**src/rtl/dp_hazard_pkg.sv**
```systemverilog
// Shared definitions for the datapath hazard controller.
// Forward-select codes, register-zero constant and the EX shadow record.
package dp_hazard_pkg;

    localparam int DEF_REG_W = 5;

    typedef logic [DEF_REG_W-1:0] reg_idx_t;

    localparam reg_idx_t REG_ZERO = '0;

    localparam logic [1:0] FWD_RF  = 2'b00;
    localparam logic [1:0] FWD_MEM = 2'b01;
    localparam logic [1:0] FWD_WB  = 2'b10;

    typedef struct packed {
        reg_idx_t rs;
        reg_idx_t rt;
        logic     uses_rt;
        reg_idx_t dest;
        logic     regwrite;
        logic     memread;
    } ex_shadow_t;

endpackage

```
**src/rtl/hazard_fwd_sel.sv**
```systemverilog
// Per-operand forward select: the younger MEM producer beats WB,
// and register zero never forwards.
module hazard_fwd_sel
    import dp_hazard_pkg::*;
#(
    parameter int REG_W = DEF_REG_W
) (
    input  logic [REG_W-1:0] src,
    input  logic             use_en,
    input  logic [REG_W-1:0] mem_dest,
    input  logic             mem_regwrite,
    input  logic [REG_W-1:0] wb_dest,
    input  logic             wb_regwrite,
    output logic [1:0]       sel
);

    logic live;

    assign live = use_en && (src != REG_ZERO);

    always_comb begin
        sel = FWD_RF;
        if (live && mem_regwrite && mem_dest == src) begin
            sel = FWD_MEM;
        end else if (live && wb_regwrite && wb_dest == src) begin
            sel = FWD_WB;
        end
    end

endmodule

```
**src/rtl/hazard_ctrl.sv**
```systemverilog
// Load-use stall, branch flush, freeze and forwarding control.
// Define HAZARD_PERF_CNT_EN to add the stall/flush perf counters.
module hazard_ctrl
    import dp_hazard_pkg::*;
#(
    parameter int REG_W = DEF_REG_W
`ifdef HAZARD_PERF_CNT_EN
    ,
    parameter int CNT_W = 16
`endif
) (
    input  logic             clk,
    input  logic             rst_n,
    input  logic             id_valid,
    input  logic [REG_W-1:0] id_rs,
    input  logic [REG_W-1:0] id_rt,
    input  logic             id_uses_rt,
    input  logic [REG_W-1:0] id_dest,
    input  logic             id_regwrite,
    input  logic             id_memread,
    input  logic             ex_branch_taken,
    input  logic             mem_busy,
    output logic             stall,
    output logic             bubble,
    output logic             flush,
    output logic             freeze,
    output logic [1:0]       fwd_a,
    output logic [1:0]       fwd_b
`ifdef HAZARD_PERF_CNT_EN
    ,
    output logic [CNT_W-1:0] stall_cnt,
    output logic [CNT_W-1:0] flush_cnt
`endif
);

    ex_shadow_t       ex_q;
    logic [REG_W-1:0] mem_dest;
    logic             mem_regwrite;
    logic [REG_W-1:0] wb_dest;
    logic             wb_regwrite;
    logic             lu;

    assign lu = id_valid && ex_q.memread && (ex_q.dest != REG_ZERO) &&
                ((ex_q.dest == id_rs) ||
                 (id_uses_rt && ex_q.dest == id_rt));

    // Gated by rst_n so every control output reads 0 during reset.
    assign freeze = mem_busy && rst_n;
    assign flush  = ex_branch_taken && rst_n && !freeze;
    assign stall  = lu && !freeze && !flush;
    assign bubble = stall;

    always_ff @(posedge clk or negedge rst_n) begin
        if (!rst_n) begin
            ex_q         <= '0;
            mem_dest     <= '0;
            mem_regwrite <= 1'b0;
            wb_dest      <= '0;
            wb_regwrite  <= 1'b0;
        end else if (!freeze) begin
            if (flush || bubble) begin
                ex_q <= '0;
            end else begin
                ex_q.rs       <= id_rs;
                ex_q.rt       <= id_rt;
                ex_q.uses_rt  <= id_uses_rt;
                ex_q.dest     <= id_dest;
                ex_q.regwrite <= id_valid && id_regwrite;
                ex_q.memread  <= id_valid && id_memread;
            end
            mem_dest     <= ex_q.dest;
            mem_regwrite <= ex_q.regwrite;
            wb_dest      <= mem_dest;
            wb_regwrite  <= mem_regwrite;
        end
    end

    hazard_fwd_sel #(.REG_W(REG_W)) u_fwd_a (
        .src          (ex_q.rs),
        .use_en       (1'b1),
        .mem_dest     (mem_dest),
        .mem_regwrite (mem_regwrite),
        .wb_dest      (wb_dest),
        .wb_regwrite  (wb_regwrite),
        .sel          (fwd_a)
    );

    hazard_fwd_sel #(.REG_W(REG_W)) u_fwd_b (
        .src          (ex_q.rt),
        .use_en       (ex_q.uses_rt),
        .mem_dest     (mem_dest),
        .mem_regwrite (mem_regwrite),
        .wb_dest      (wb_dest),
        .wb_regwrite  (wb_regwrite),
        .sel          (fwd_b)
    );

`ifdef HAZARD_PERF_CNT_EN
    always_ff @(posedge clk or negedge rst_n) begin
        if (!rst_n) begin
            stall_cnt <= '0;
            flush_cnt <= '0;
        end else begin
            if (stall && !(&stall_cnt)) begin
                stall_cnt <= stall_cnt + 1'b1;
            end
            if (flush && !(&flush_cnt)) begin
                flush_cnt <= flush_cnt + 1'b1;
            end
        end
    end
`endif

endmodule
```
**config.mk**
```make
export PLATFORM = sky130hd
export DESIGN_NAME = hazard_ctrl
export DESIGN_NICKNAME = d
export VERILOG_FILES = /design/src/rtl/dp_hazard_pkg.sv /design/src/rtl/hazard_fwd_sel.sv /design/src/rtl/hazard_ctrl.sv
export SDC_FILE = /design/constraint.sdc
export NUM_CORES = 1
export LEC_CHECK = 0
export BUFFER_PORTS_ARGS = -buffer_cell sky130_fd_sc_hd__buf_4
export CORE_UTILIZATION = 40
export CTS_BUF_LIST = sky130_fd_sc_hd__clkbuf_8
export CTS_CLUSTER_DIAMETER = 200
export DETAILED_ROUTE_END_ITERATION = 10
export PLACE_DENSITY_LB_ADDON = 0.15
export SLEW_MARGIN = 0
export SYNTH_ARGS = -nofsm -noshare
export SYNTH_HDL_FRONTEND = slang
export SYNTH_SLANG_ARGS = --single-unit
```
**constraint.sdc**
```tcl
create_clock -name clk -period 2.3 [get_ports clk]
set_clock_uncertainty 0.15 [all_clocks]
set_input_delay 0.345 -clock clk [delete_from_list [all_inputs] [get_ports clk]]
set_output_delay 0.345 -clock clk [all_outputs]
set_load 0.05 [all_outputs]
```
==> impl_summary.md <==
Timing
At the pin with the least slew margin, the transition time is 413.5 ps. The final hold violation count came to 0. The max-slew headroom at the worst pin is 0.7240.

The count of final setup violators is 0. The final critical delay including setup and external delays is 2290 ps. In the finished design, the share of the clock period the worst path needs comes to 0.9958. The final max-slew violation count is 0.

Setup repair after global routing could not meet its margin everywhere. The highest attainable clock frequency is 0.4366 GHz. The sum of negative setup slack is 0 ps.

Critical path
The required time of the worst setup path is 1800 ps. Of all nets on the critical path, the largest fanout is 2. The signal on the critical path passes through or4_4 -> nor2_4 -> nor4_4 -> nor4_4 -> buf_6. The kind of critical path is reg2out. The worst register-to-register path ends at ex_q[0]$_DFFE_PN0N_. The worst register-to-register path begins at ex_q[4]$_DFFE_PN0N_. The worst-case register-to-register setup slack is 330 ps. The largest stage delay on the critical path is 550 ps. By instance count, the cell type seen most on the critical path is nor4_4. The slowest cell on the critical path is or4_4. The critical path arrival is 1800 ps. The element type at the critical path start is a flop. STA classifies the critical path endpoint as an output port.

The launch point of the critical path is ex_q[13]$_DFFE_PN0N_. For the worst flop-to-flop path, the logic depth is 5.

GRT
Entering global routing, the biggest net connects 33 pins. The initial antenna violation count was 0. The first global-routing pass estimated 8673 µm of wire. For this run the aggregate overflow at the end of global routing stands at 0. The number of global-route vias before repair is 1,722. The combined global-route utilization of all metal layers is 0.2261.

Worst hold path
The worst hold path begins at id_regwrite. The instance count along the most critical hold path is 3. The worst min-delay path endpoint is ex_q[1]$_DFFE_PN0N_. The path class of the tightest hold or removal check is in2reg.

Power
Of the total power, registers draw 0.433. The power per unit of standard cell area is 671.3 nW/µm². In this run the power spent charging and discharging nets is 559.7 µW.

IR analysis of the VDD net gives a maximum drop of 0.3235 mV. The share of power burned in combinational logic is 0.289. Of the total power, the share spent switching nets is 0.3397. The leakage component of the power is 0.001078 µW. Of the total power, the clock network draws 0.278. The internal power of the cells is 1088 µW.

Clock tree
The insertion delay to the later sink of the worst-skew pair is 290 ps. TritonCTS built the clock tree. The number of buffers inserted during clock tree synthesis is 5.

In this run the clock root is driven by a clkbuf_8. Clock-pin slew was measured on the worst setup and hold paths at 70 ps. The clock passes through at most 2 buffers. The H-tree was split into 2 levels.

The clock net sink count is 30.

Finish
The area added between synthesis and finish is 31.59%. The fraction of final layout cells with drive strength greater than 1 is 0.3413. After the flow finishes, the layout carries non-filler instances totaling 304. The antenna diode count is 0. After filler insertion, the fill cell instance count of the layout stands at 402.

The utilization of the core after routing is 0.5561. The post-route cell area is 2455 µm². The number of nets in the layout is 274.

Placement
Once placement completed, the tool counted placed cells totaling 285. The port buffer count is 30. The HPWL after detailed placement is 3415 µm. The placed instances occupy a cell area of 2250 µm².

Routability-driven placement finished with a final weighted congestion of 0.7889.

Synth
The cell area that synthesis handed to floorplanning was 1866 µm². The part of the Yosys area used for sequential elements is 0.4024. Of all flip-flops after synthesis, the portion carrying an async set or reset was 1.000. Among all flip-flop cells after synthesis, the most frequent one is dfrtp_1. The synthesized design contains 0 enable-type register cells.

The yosys synthesis warning count is 0. The share of the synthesized area in the top cell type is 0.4024. Synthesis inferred 30 register bits. When the netlist entered floorplanning its net count stood at 232.

In this run the mean area of a mapped cell was 8.926 µm². Yosys attributes the largest share of cell area to dfrtp_1, xnor2_1, nand2_1, a22oi_1, and3_1. dfrtp_1 takes more of the synthesized area than any other cell. The count of different cell masters after synthesis is 28.

The number of instances in the synthesized netlist is 209.

Flow run
The max capacitance violation total is 0.

Outcome
The flow ran to the end, and the final reports show no timing, DRC or antenna violations.

Floorplan
The core region is 4414 µm². Pin placement for this block handled 31 I/O pins. The floorplan step set the die height to 70.29 µm. The chip width is 70.29 µm. The die covers 4941 µm². The effective utilization at floorplan is 0.4226. The total number of placement rows is 24.

Route
Dividing the detail-routed via count by the number of cells gives 5.467. The via count is 1,662. The number of design-rule violations left by the first detailed-router iteration is 85. Before antenna repair, the detailed router went through 4 iterations. After detailed routing, the number of remaining DRC violations is 0. The routed design has 4887 µm of wire. The average routed wire per standard cell is 16.08 µm. The remaining antenna violation count after routing is 0.
-- stage by stage --
stage	total power (µW)	hold slack (ps)	setup WS, ps
floorplan	1027	-100.6	-57.68
global placement	1154	291.1	186.0
detailed placement	1156	286.0	154.3
CTS	1649	155.2	7.788
global route	1751	177.7	-58.27
finish	1648	160.3	9.698
-- kinds of logic after synthesis --
family          share of synthesized area
simple gates                       0.2448
compound gates                     0.1663
xor+xnor                           0.1408
flops                              0.4024
buf+inv                           0.04561
-- cell type report --
type,instances,area [µm²],share of cell area
clock buffer,6,82.58,0.03364
tap,52,65.06,0.02650
multi-input combinational,162,1136,0.4628
inverter,2,11.26,0.004587
clock inverter,2,12.51,0.005097
sequential,30,754.5,0.3073
timing repair buffer,50,392.9,0.1600
-- critical path: cells and delay by family (launching register included) --
kind / cells / cell delay [ps]
simple gates: 4 / 920
buf+inv: 1 / 190
flops: 1 / 390
-- cells in the mapped netlist, drive strengths merged (3+ instances only) --
library cell and number:
xnor2 24, a22oi 16, and3 17, nand2 43, nor4 3, buf 6
nand3 18, xor2 6, o21ai 19, clkbuf 9, or4 3, nand4 4
dfrtp 30
-- power by group through the flow --
stage               sequential [µW]  combinational (µW)  clock [µW]
finish                          714                 477         457
global route                    727                 532         492
CTS                             714                 465         470
detailed placement              735                 421           0
global placement                732                 422           0
floorplan                       693                 334           0
-- timing repair --
item                                   in CTS  in global routing
setup endpoints to repair                   4                  5
hold buffers                                1                  0
setup buffers                               8                  2
endpoints found under the hold margin      30                  0
pin swaps                                   3                  3
resized for setup                           4                  4
-- sequential cells by signal, indices dropped and copies added, names as in the netlist --
signal        cells
ex_q             18
mem_dest          5
mem_regwrite      1
wb_dest           5
wb_regwrite       1
-- layout by cell type, fill, tap and decap left out, types with 2 or more instances in the layout --
master      Yosys  final
dfrtp_1        30     27
nand4_1         4      4
dfrtp_2         0      3
xnor2_2         0      2
a32oi_1         2      2
o21ai_2         9     10
buf_6           0      4
nand3_1        18     17
nor4_4          0      2
nand2_1        43     43
or4_4           1      2
xnor2_1        24     22
a22oi_1        15     15
buf_4           1     45
clkbuf_8        0      6
o21ai_0        10      9
xor2_1          6      6
and3_1         17     17
clkinvlp_4      0      2
-- how the worst max path moves through the flow --
| stage | to | slack, ps | depth (start not counted) |
|---|---|---|---|
| 2_1_floorplan | fwd_a[1] | -60 | 4 |
| 3_3_place_gp | fwd_a[1] | 190 | 5 |
| 3_5_place_dp | fwd_a[1] | 150 | 5 |
| 4_1_cts | stall | 8 | 4 |
| 5_1_grt | fwd_a[1] | -60 | 5 |
| 6_report | fwd_a[1] | 10 | 5 |
-- layer usage --
metal  up-vias  part of all wire  track usage
li1        821                 -            -
met1       807              0.49       0.3073
met2        28              0.46       0.3492
met5         -                 0            0
met4         0             0.014      0.07556
met3         6             0.034      0.05628
Note: power is estimated with default switching activity, not from simulation.
